--- config.mk ---
export PLATFORM = sky130hd
export DESIGN_NAME = mem_arbiter
export DESIGN_NICKNAME = d
export VERILOG_FILES = /design/src/rtl/mem_arb_pkg.sv /design/src/rtl/mem_arbiter_rr_pick2.sv /design/src/rtl/mem_arbiter.sv
export SDC_FILE = /design/constraint.sdc
export NUM_CORES = 1
export LEC_CHECK = 0
export CORE_AREA = 2 2 86 88
export DETAILED_ROUTE_END_ITERATION = 8
export DIE_AREA = 0 0 88 90
export PLACE_DENSITY = 0.9
export SLEW_MARGIN = 25
export SYNTH_ARGS = -nofsm -noshare
export SYNTH_HDL_FRONTEND = slang
export SYNTH_SLANG_ARGS = --single-unit
--- constraint.sdc ---
create_clock -name clk -period 3.7 [get_ports clk]
set_input_delay 0.74 -clock clk [delete_from_list [all_inputs] [get_ports clk]]
set_output_delay 0.74 -clock clk [all_outputs]
set_load 0.02 [all_outputs]
--- src/rtl/mem_arb_pkg.sv ---
// Shared definitions for the two-port memory arbiter: FSM encoding,
// port-index constants and a small port helper.
package mem_arb_pkg;

   typedef enum logic [0:0] {
      IDLE   = 1'b0,
      ACCESS = 1'b1
   } arb_state_e;

   localparam logic PORT0 = 1'b0;
   localparam logic PORT1 = 1'b1;

   // Index of the port that is not p (two-port round-robin step).
   function automatic logic other_port(input logic p);
      return (p == PORT0) ? PORT1 : PORT0;
   endfunction

endpackage

--- src/rtl/mem_arbiter_rr_pick2.sv ---
// Two-way round-robin winner selection. Purely combinational: a lone
// requester wins; on a tie the port that did not own the last access wins.
module rr_pick2
   import mem_arb_pkg::*;
(
   input  logic req0,
   input  logic req1,
   input  logic last_owner,
   output logic winner
);

   // Pick the winning port index from the current requests.
   always_comb begin
      winner = PORT0;
      if (req0 && req1) begin
         winner = other_port(last_owner);
      end else if (req1) begin
         winner = PORT1;
      end else begin
         winner = PORT0;
      end
   end

endmodule

--- src/rtl/mem_arbiter.sv ---
// Two-port arbiter in front of a single combinational-read memory.
// One access takes an ACCESS cycle followed by an IDLE cycle; the read data
// seen at the end of ACCESS (pre-write content for writes) is returned on
// the owner's rdata with a one-cycle rvalid pulse.
module mem_arbiter
   import mem_arb_pkg::*;
#(
   parameter int ADDR_W = 16,
   parameter int DATA_W = 16
)(
   input  logic              clk,
   input  logic              rst,
   input  logic              req0,
   input  logic              we0,
   input  logic [ADDR_W-1:0] addr0,
   input  logic [DATA_W-1:0] wdata0,
   input  logic              req1,
   input  logic              we1,
   input  logic [ADDR_W-1:0] addr1,
   input  logic [DATA_W-1:0] wdata1,
   output logic              gnt0,
   output logic              gnt1,
   output logic              rvalid0,
   output logic              rvalid1,
   output logic [DATA_W-1:0] rdata0,
   output logic [DATA_W-1:0] rdata1,
   output logic [ADDR_W-1:0] address,
   output logic [DATA_W-1:0] mem_write_data,
   output logic              mem_write_en,
   input  logic [DATA_W-1:0] readData,
   output logic              busy
);

   arb_state_e        state_q, state_d;
   logic              owner_q, owner_d;
   logic              we_q, we_d;
   logic [ADDR_W-1:0] addr_q, addr_d;
   logic [DATA_W-1:0] wdata_q, wdata_d;
   logic              last_owner_q, last_owner_d;
   logic              gnt0_q, gnt0_d;
   logic              gnt1_q, gnt1_d;
   logic              rvalid0_q, rvalid0_d;
   logic              rvalid1_q, rvalid1_d;
   logic [DATA_W-1:0] rdata0_q, rdata0_d;
   logic [DATA_W-1:0] rdata1_q, rdata1_d;
   logic              winner_s;

   rr_pick2 u_pick (
      .req0       (req0),
      .req1       (req1),
      .last_owner (last_owner_q),
      .winner     (winner_s)
   );

   // Next-state logic: accept a request in IDLE, complete it in ACCESS.
   always_comb begin
      state_d      = state_q;
      owner_d      = owner_q;
      we_d         = we_q;
      addr_d       = addr_q;
      wdata_d      = wdata_q;
      last_owner_d = last_owner_q;
      rdata0_d     = rdata0_q;
      rdata1_d     = rdata1_q;
      gnt0_d       = 1'b0;
      gnt1_d       = 1'b0;
      rvalid0_d    = 1'b0;
      rvalid1_d    = 1'b0;
      case (state_q)
         IDLE: begin
            if (req0 || req1) begin
               state_d      = ACCESS;
               owner_d      = winner_s;
               last_owner_d = winner_s;
               we_d         = (winner_s == PORT1) ? we1    : we0;
               addr_d       = (winner_s == PORT1) ? addr1  : addr0;
               wdata_d      = (winner_s == PORT1) ? wdata1 : wdata0;
               gnt0_d       = (winner_s == PORT0);
               gnt1_d       = (winner_s == PORT1);
            end else begin
               state_d = IDLE;
            end
         end
         ACCESS: begin
            state_d = IDLE;
            if (owner_q == PORT1) begin
               rdata1_d  = readData;
               rvalid1_d = 1'b1;
            end else begin
               rdata0_d  = readData;
               rvalid0_d = 1'b1;
            end
         end
         default: begin
            state_d = IDLE;
         end
      endcase
   end

   // State and output registers; reset aborts any access in flight.
   always_ff @(posedge clk or posedge rst) begin
      if (rst) begin
         state_q      <= IDLE;
         owner_q      <= PORT0;
         we_q         <= 1'b0;
         addr_q       <= {ADDR_W{1'b0}};
         wdata_q      <= {DATA_W{1'b0}};
         last_owner_q <= PORT1;
         gnt0_q       <= 1'b0;
         gnt1_q       <= 1'b0;
         rvalid0_q    <= 1'b0;
         rvalid1_q    <= 1'b0;
         rdata0_q     <= {DATA_W{1'b0}};
         rdata1_q     <= {DATA_W{1'b0}};
      end else begin
         state_q      <= state_d;
         owner_q      <= owner_d;
         we_q         <= we_d;
         addr_q       <= addr_d;
         wdata_q      <= wdata_d;
         last_owner_q <= last_owner_d;
         gnt0_q       <= gnt0_d;
         gnt1_q       <= gnt1_d;
         rvalid0_q    <= rvalid0_d;
         rvalid1_q    <= rvalid1_d;
         rdata0_q     <= rdata0_d;
         rdata1_q     <= rdata1_d;
      end
   end

   // Memory-side controls come straight from registered state so the write
   // enable falls the moment reset clears the FSM.
   assign address        = addr_q;
   assign mem_write_data = wdata_q;
   assign mem_write_en   = (state_q == ACCESS) && we_q;
   assign busy           = (state_q == ACCESS);

   assign gnt0    = gnt0_q;
   assign gnt1    = gnt1_q;
   assign rvalid0 = rvalid0_q;
   assign rvalid1 = rvalid1_q;
   assign rdata0  = rdata0_q;
   assign rdata1  = rdata1_q;

endmodule

==> flow_metrics.py, run 1 <==
metrics = {
    "timing": {
        "tns_ps": 0,
        "post-route-period-util_pct": 66.82,
        "rsz0062_at_grt": "false",
        "setup_viol": 0,
        "fmaxAchievable_mhz": 404.5,
        "setup_slack_ps": 1228,
        "max_slew.worst_pin.slew_ps": 1016,
        "skew_ps": 10.38,
        "slew_viol_final": 0,
        "slew_headroom_pct": 32.24,
        "fin_hold_ws_ps": 505.9,
        "hold_viol": 0,
        "period_needed_ps": 2472,
    },
    "cts": {
        "cts_resized": 0,
        "cts-htree-levels": 3,
        "clk_path_buf_depth": 2,
        "cts-buffers-inserted": 9,
        "clock_latency_ps": 340,
        "cts_tree": "yes",
        "ctsRootBufferMaster": "clkbuf_8",
        "clkSinkCount": 72,
        "cts_setup_buffers": 0,
        "path_clk_slew_ps": 70,
        "cts_hold_buf": 0,
    },
    "floorplan": {
        "rows": 31,
        "dieArea_mm2": 0.007920,
        "io_pins": 156,
        "initial_core_util_pct": 41.10,
        "core_mm2": 0.007020,
        "die_x_um": 88,
        "die_h_um": 90,
    },
    "power_and_ir_drop": {
        "pwr-share-seq_pct": 36.9,
        "swShare_pct": 31.18,
        "internal_power_mw": 2.140,
        "power_frac_clock_pct": 23.3,
        "p_per_area_mw_per_mm2": 653.0,
        "ir_drop_mv": 0.2952,
        "p_leak_nw": 2.007,
        "switching_power_mw": 0.9695,
        "power_frac_comb_pct": 39.8,
    },
    "detailed_routing": {
        "wire_per_inst_um": 16.20,
        "viasPerCell": 4.899,
        "dr.pass1.iters": 4,
        "routed_wl_um": 7519,
        "drcViolationCount": 0,
        "ant_nets": 0,
        "vias": 2273,
        "drt_iter0_markers": 63,
    },
    "layout": {
        "final_cells": 464,
        "final_cell_area_mm2": 0.004762,
        "nNetsFinal": 447,
        "antennaDiodeCount": 0,
        "final_layout_size_suffix_gt1_share_pct": 15.62,
        "final_common_cell": "clkdlybuf4s50_1",
        "mostFrequentLayoutCells": "clkdlybuf4s50_1, dfrtp_1, mux2_2, and2_1, a221o_1",
        "syn_to_final_growth_pct": 65.05,
    },
    "global_routing": {
        "grt_usage_pct": 19.34,
        "grt_max_degree": 39,
        "grt-ovfl-total": 0,
        "antenna_found_initial": 0,
        "grt_pass1_vias": 2427,
        "grt_pass1_wl_um": 11630,
    },
    "worst_setup_path": {
        "startpoint_type": "input port",
        "crit_type": "in -> reg",
        "worstPathArrival_ps": 2670,
        "rr_endpoint": "mem_write_data[9]$_DFFE_PP0P_",
        "r2r_start": "busy$_DFF_PP0_",
        "crit_required_ps": 3900,
        "worstSetupEndpointType": "flip-flop",
        "crit_fanout": 30,
        "r2r_cells": 4,
        "r2r_slack_ps": 1820,
    },
    "flow_run": {
        "cap_violations": 0,
    },
    "place": {
        "placed_cells": 449,
        "pre_cts_slack_ps": 897.1,
        "gp_congestion": 0.7467,
        "dp_hpwl_um": 5555,
        "port_buffers": 155,
        "placed_cell_area_mm2": 0.004529,
    },
    "yosys": {
        "syn_avg_cell_area_um2": 14.07,
        "ys_ff_latch": 72,
        "syn_inst": 205,
        "ys_seq_area_share_pct": 62.49,
        "syn_nets": 291,
        "ys_types": 21,
        "netlist_area_mm2": 0.002885,
        "ys_warn_count": 0,
    },
    "hold_path": {
        "min_from": "rdata1[10]$_DFFE_PP0P_",
        "hold_end": "rdata1[10]$_DFFE_PP0P_",
        "worst_hold_path_type": "reg -> reg",
        "whs_path_depth": 1,
    },
    "status": {
        "status": "finished, final reports clean",
    },
}
## power by group through the flow
stage / sequential (mW) / combinational (mW) / clock (mW)
final: 1.15 / 1.24 / 0.726
after detailed placement: 1.16 / 1.25 / 0
after CTS: 1.15 / 1.25 / 0.741
after global placement: 1.16 / 1.22 / 0
after global routing: 1.18 / 1.31 / 0.772
after floorplan: 1.43 / 0.332 / 0
## through the flow
stage	total power [mW]	utilization [%]
CTS	3.140	67.83
detailed placement	2.408	64.52
floorplan	1.764	-
finish	3.110	67.83
global route	3.260	67.83
global placement	2.375	64.52
## flip-flops by register name, summed over array words and instances (netlist names)
| signal | flops |
|---|---|
| rdata1 | 16 |
| last_owner_q | 1 |
| gnt1 | 1 |
| rdata0 | 16 |
| rvalid1 | 1 |
| mem_write_data | 16 |
| gnt0 | 1 |
| rvalid0 | 1 |
| we_q | 1 |
| address | 16 |
| owner_q | 1 |
| busy | 1 |
## routing by layer
layer  share of wire [%]  track usage, %  routed length, um
met1                  40           22.26               2989
met2                  51           32.89               3814
met3                 7.5           6.061                566
met4                 2.0           7.692                148
met5                   0               0                  0
## cells in the mapped netlist, drive strengths merged
cell,number,share of area [%]
mux2,32,12
clkbuf,3,0.43
nor2,5,0.65
nand2b,3,0.65
a21o,1,0.26
inv,5,0.65
o21bai,1,0.26
a221o,28,9.7
dfstp,1,0.91
nand2,2,0.35
o21ai,1,0.17
mux2i,5,1.7
a21oi,7,1.2
dfrtp,71,62
a21boi,1,0.39
and2,29,6.3
buf,10,2.3
## worst max-delay path, stage by stage
cell             delay (ps)
clkdlybuf4s50_1         500
o21bai_2                820
inv_1                   370
nor2_1                  170
a21oi_1                  60
## worst max path at each step
stage | endpoint | cells past startpoint | slack [ps] | start
floorplan | address[0]$_DFFE_PP0P_ | 1 | 1140 | rst
global placement | address[14]$_DFFE_PP0P_ | 5 | 990 | req0
detailed placement | address[13]$_DFFE_PP0P_ | 5 | 900 | req0
CTS | address[15]$_DFFE_PP0P_ | 5 | 1260 | req0
global route | mem_write_data[15]$_DFFE_PP0P_ | 5 | 1080 | req1
finish | address[15]$_DFFE_PP0P_ | 5 | 1230 | req0
## cells by family (layout without fill, tap and decap cells)
kind of cell	after synthesis	in the layout	synth area share [%]
buf+inv	18	178	3.339
mux	37	37	14.22
simple gates	39	39	7.936
flops	72	72	62.49
compound gates	39	39	12.01
## final cells by class
class                   count  area (um2)
multi-input cells         115       997.2
flip-flops and latches     72        1803
well taps                  99       123.9
repair buffers            158        1587
fillers                   511        2258
clock inverters             6       108.9
clock buffers               9       123.9
inverters                   5       18.77
No activity file was read; power rests on OpenSTA's default activity.
==> run 2, diff against run 1 <==
CORE_AREA = 2 2 90 92   (was 2 2 86 88)
DIE_AREA = 0 0 92 94   (was 0 0 88 90)
PLACE_DENSITY = 0.83   (was 0.9)
clock period = 2.4 ns   (was 3.7 ns; I/O delays follow)
==> flow_metrics.py, run 2 (synthesis results as in run 1) <==
metrics = {
    "detailed_routing": {
        "ant_nets": 0,
        "drt_iter0_markers": 50,
        "drcViolationCount": 0,
        "viasPerCell": 4.849,
        "vias": 2279,
        "dr.pass1.iters": 4,
        "routed_wl_um": 7448,
        "wire_per_inst_um": 15.85,
    },
    "worst_setup_path": {
        "r2r_slack_ps": 890,
        "crit_required_ps": 1920,
        "worstSetupEndpointType": "output pin",
        "r2r_cells": 4,
        "worstPathArrival_ps": 1600,
        "r2r_start": "busy$_DFF_PP0_",
        "crit_type": "reg -> out",
        "crit_fanout": 7,
        "rr_endpoint": "we_q$_DFFE_PP0P_",
        "startpoint_type": "flip-flop",
    },
    "layout": {
        "multiInputGateArea_mm2": 0.001005,
        "utilization_pct": 62.80,
        "seqCellArea_mm2": 0.001803,
        "antennaDiodeCount": 0,
        "nNetsFinal": 449,
        "syn_to_final_growth_pct": 65.57,
        "final_common_cell": "clkdlybuf4s50_1",
        "final_layout_size_suffix_gt1_share_pct": 16.03,
        "fillerInstances": 608,
        "mostFrequentLayoutCells": "clkdlybuf4s50_1, dfrtp_1, mux2_2, and2_1, a221o_1",
    },
    "place": {
        "port_buffers": 155,
        "gp_congestion": 0.7331,
        "dp_hpwl_um": 5412,
    },
    "cts": {
        "clk_path_buf_depth": 2,
        "clkSinkCount": 72,
        "path_clk_slew_ps": 70,
        "ctsRootBufferMaster": "clkbuf_8",
        "clock_latency_ps": 330,
        "cts_tree": "yes",
        "cts_resized": 0,
        "cts_setup_buffers": 0,
        "cts_hold_buf": 0,
        "cts-buffers-inserted": 9,
        "cts-htree-levels": 3,
    },
    "global_routing": {
        "antenna_found_initial": 0,
        "grt-ovfl-total": 0,
        "grt_pass1_wl_um": 11570,
        "grt_max_degree": 59,
        "grt_usage_pct": 17.43,
        "grt_pass1_vias": 2369,
    },
    "timing": {
        "fmaxAchievable_mhz": 479.7,
        "fin_hold_ws_ps": 443.3,
        "tns_ps": 0,
        "rsz0062_at_grt": "false",
        "setup_viol": 0,
        "post-route-period-util_pct": 86.87,
        "skew_ps": 8.616,
        "max_slew.worst_pin.slew_ps": 606.5,
        "period_needed_ps": 2085,
        "slew_headroom_pct": 59.46,
        "hold_viol": 0,
        "slew_viol_final": 0,
    },
    "power_and_ir_drop": {
        "ir_drop_mv": 0.3737,
        "p_leak_nw": 2.004,
        "switching_power_mw": 1.493,
        "swShare_pct": 31.57,
        "power_frac_clock_pct": 21.9,
        "power_frac_comb_pct": 40.5,
        "internal_power_mw": 3.236,
        "power_mw": 4.729,
        "pwr-share-seq_pct": 37.6,
        "p_per_area_mw_per_mm2": 989.9,
    },
    "floorplan": {
        "rows": 32,
        "die_h_um": 94,
        "initial_core_util_pct": 37.93,
        "dieArea_mm2": 0.008648,
        "core_mm2": 0.007607,
        "io_pins": 156,
        "die_x_um": 92,
    },
    "status": {
        "status": "finished, final reports clean",
    },
    "flow_run": {
        "cap_violations": 0,
    },
    "hold_path": {
        "worst_hold_path_type": "in -> async",
    },
}
run 2: cell count changes in the layout (fill, tap and decap cells not counted):
cell	delta
buf_4	+2
o21bai_2	-1
clkbuf_1	+1
clkinv_2	-1
o21bai_4	+1
clkinv_4	-1
bufinv_16	-1
clkbuf_8	+1
clkinvlp_4	+2
run 2: how the worst max path moves through the flow:
stage,slack [ps],endpoint,from
2_1_floorplan,100,address[0]$_DFFE_PP0P_,rst
3_3_place_gp,-100,address[14]$_DFFE_PP0P_,req0
3_5_place_dp,-220,we_q$_DFFE_PP0P_,req0
4_1_cts,140,we_q$_DFFE_PP0P_,req0
5_1_grt,240,mem_write_en,busy$_DFF_PP0_
6_report,320,mem_write_en,busy$_DFF_PP0_
run 2: critical path, stage by stage (launching register included):
cell and delay, ps:
dfrtp_1 500, and2_1 180, clkdlybuf4s50_1 610
run 2: cell type report:
class                   count  area share [%]
flip-flops and latches     72           37.74
well taps                 102           2.672
clock inverters             5           1.676
multi-input cells         115           21.03
repair buffers            160           33.53
inverters                   5          0.3929
clock buffers              11           2.960
run 2: power by group through the flow:
stage	clock, mW	sequential (mW)	combinational [mW]
after floorplan	0	2.21	0.512
after global placement	0	1.78	1.90
after detailed placement	0	1.79	1.93
after CTS	1.07	1.78	1.93
after global routing	1.13	1.82	2.02
final	1.04	1.78	1.91
run 2: routing by layer:
metal / vias to the layer above / global-route usage (%) / routed length (um)
met5: - / 0 / 0
met4: 0 / 6.219 / 68
met3: 9 / 4.655 / 531
met2: 112 / 30.27 / 3770
met1: 1104 / 20.96 / 3078
li1: 1054 / - / -
run 2: through the flow:
step                worst slack, ps  area [um2]  cells
detailed placement           -220.3        4548    454
global route                  236.5        4777    470
global placement             -98.15        4548    454
CTS                           142.9        4770    470
floorplan                     96.74        2885    205
finish                        315.2        4777    470
==> edit, RTL diff (settings of run 1) <==
Reset style: synchronous (`rst`), changed in one clocked block.
--- a/src/rtl/mem_arbiter.sv
+++ b/src/rtl/mem_arbiter.sv
@@ -100,3 +100,3 @@
    // State and output registers; reset aborts any access in flight.
-   always_ff @(posedge clk or posedge rst) begin
+   always_ff @(posedge clk) begin
       if (rst) begin
Function: differs if rst is asserted again (counterexample within 4 cycles, from zero or initial values and one cycle with rst high); with rst held inactive, the same outputs for 10 cycles.
==> edit against run 1 <==
- register-to-register slack better by 0.24 ns
- fmax up 3.5%
- core utilization down 0.96 points
- sequential cell count unchanged
- worst hold slack worse by 0.052 ns
- area after synthesis up 1.9%
- setup slack better by 0.085 ns
- cell area down 1.4%
- wire length up 13%
- critical path depth down 3
- cell count up 28%
- global-route usage up 1.8 points
Power is not compared: it rests on default switching activity, and its combinational part moved more than twofold at a synthesized area within 25%.
==> edit: results (changes against run 1) <==
<table>
<tr><th>Metric</th><th>Value</th></tr>
<tr><th colspan="2">Place</th></tr>
<tr><td>Half-perimeter wire length after detailed placement</td><td>6090 um (was 5550 um)</td></tr>
<tr><th colspan="2">Logic synthesis</th></tr>
<tr><td>Sequential-to-total area share from yosys stat</td><td>49.0% (was 62.5%)</td></tr>
<tr><td>Fraction of registers with async set or reset after synthesis</td><td>0% (was 100%)</td></tr>
<tr><td>Number of nets in the synthesized netlist</td><td>435 (was 291)</td></tr>
<tr><td>Unique cell type count in the Yosys netlist</td><td>23 (was 21)</td></tr>
<tr><td>Post-synthesis instance total</td><td>349 (was 205)</td></tr>
<tr><td>Primary FF master, synth</td><td>sky130_fd_sc_hd__dfxtp_1 (was sky130_fd_sc_hd__dfrtp_1)</td></tr>
<tr><td>Ranking of synthesized cells by instance count</td><td>sky130_fd_sc_hd__nand2_1 (98), sky130_fd_sc_hd__dfxtp_1 (72), sky130_fd_sc_hd__a21oi_1 (65) (was sky130_fd_sc_hd__dfrtp_1 (71), sky130_fd_sc_hd__mux2_2 (32), sky130_fd_sc_hd__and2_1 (29))</td></tr>
<tr><th colspan="2">Worst setup path</th></tr>
<tr><td>Critical-path cell with the highest stage delay</td><td>sky130_fd_sc_hd__clkdlybuf4s50_1 (was sky130_fd_sc_hd__o21bai_2)</td></tr>
<tr><td>Register-to-register setup slack</td><td>2.06 ns (was 1.82 ns)</td></tr>
<tr><td>Biggest fanout along the worst timing path</td><td>11 (was 30)</td></tr>
<tr><td>Max stage delay on crit path</td><td>0.61 ns (was 0.82 ns)</td></tr>
<tr><td>Crit path DAT</td><td>1.65 ns (was 2.67 ns)</td></tr>
<tr><th colspan="2">Finish</th></tr>
<tr><td>Number of filler cells placed in the layout</td><td>587 (was 511)</td></tr>
<tr><td>Layout cells sized above 1</td><td>10.9% (was 15.6%)</td></tr>
<tr><td>Count of nets after finishing</td><td>576 (was 447)</td></tr>
<tr><th colspan="2">STA</th></tr>
<tr><td>Clock skew after layout</td><td>0.00956 ns (was 0.0104 ns)</td></tr>
<tr><td>Slew of the pin with the lowest slew margin</td><td>0.892 ns (was 1.02 ns)</td></tr>
<tr><th colspan="2">Run status</th></tr>
<tr><td>Run status</td><td>completed (unchanged)</td></tr>
<tr><th colspan="2">GRT</th></tr>
<tr><td>Largest net degree at the start of global routing</td><td>36 (was 39)</td></tr>
<tr><td>Global-route wire length before repair</td><td>13,500 um (was 11,600 um)</td></tr>
<tr><td>All-layer global routing usage</td><td>21.2% (was 19.3%)</td></tr>
<tr><td>Number of global-route vias before repair</td><td>2,845 (was 2,427)</td></tr>
<tr><th colspan="2">Routing</th></tr>
<tr><td>Drt via density</td><td>4.94 (was 4.90)</td></tr>
<tr><td>Violation count after the first detailed-route iteration</td><td>100 (was 63)</td></tr>
<tr><td>Average wire length per cell after detail routing</td><td>14.3 um (was 16.2 um)</td></tr>
</table>
-- edit: cell types whose count changed after synthesis, sizes merged, moves of 33 or more --
| cell | before | now |
|---|---|---|
| a211oi | 0 | 33 |
| a21oi | 7 | 65 |
| dfrtp | 71 | 0 |
| dfxtp | 0 | 72 |
| nand2 | 2 | 98 |
-- edit: final timing paths --
kind / start / to / depth (start not counted)
worst max-delay path: busy / mem_write_en / 2
worst min register to register: rdata1[14] / rdata1[14] / 2
worst min-delay path: rdata1[14] / rdata1[14] / 2
worst max register to register: last_owner_q / mem_write_data[11] / 3
-- edit: worst max-delay path: cells and delay by family (launching register included) --
| family | cells | cell delay [ns] |
|---|---|---|
| DFF | 1 | 0.51 |
| and+or+nand+nor | 1 | 0.19 |
| buffers and inverters | 1 | 0.61 |
-- edit: cell families after synthesis --
group / Yosys count / synth area share, %
flops: 72 / 49.0
simple gates: 143 / 18.9
buf+inv: 30 / 5.53
compound gates: 104 / 26.6
-- edit: power by group through the flow --
stage               logic (W)  clock network, W  registers, W
floorplan            0.000181                 0      0.000938
finish               0.000463          0.000638      0.000860
global route         0.000498          0.000685      0.000867
detailed placement   0.000463                 0      0.000878
CTS                  0.000466          0.000654      0.000861
global placement     0.000454                 0      0.000875
-- edit: per-layer routing --
metal	share of wire [%]	global-route usage, %	wire, um
met1	41	24.7	3470
met2	49	36.1	4140
met3	8.1	6.15	691
met4	2.2	7.95	187
met5	0	0	0
-- edit: final cells by class --
class	count	area [um2]	share of cell area [%]
clock inverter	5	55.1	1.17
clock buffer	11	151	3.22
tap	99	124	2.64
sequential	72	1440	30.7
timing repair buffer	160	1580	33.7
multi-input combinational	247	1340	28.5
-- edit: stage by stage --
step	hold WS, ns	worst slack, ns	area, um2
floorplan	0.504	2.10	2940
global placement	0.442	1.19	4490
detailed placement	0.447	1.10	4490
CTS	0.457	1.27	4690
global route	0.470	1.23	4690
finish	0.454	1.31	4690
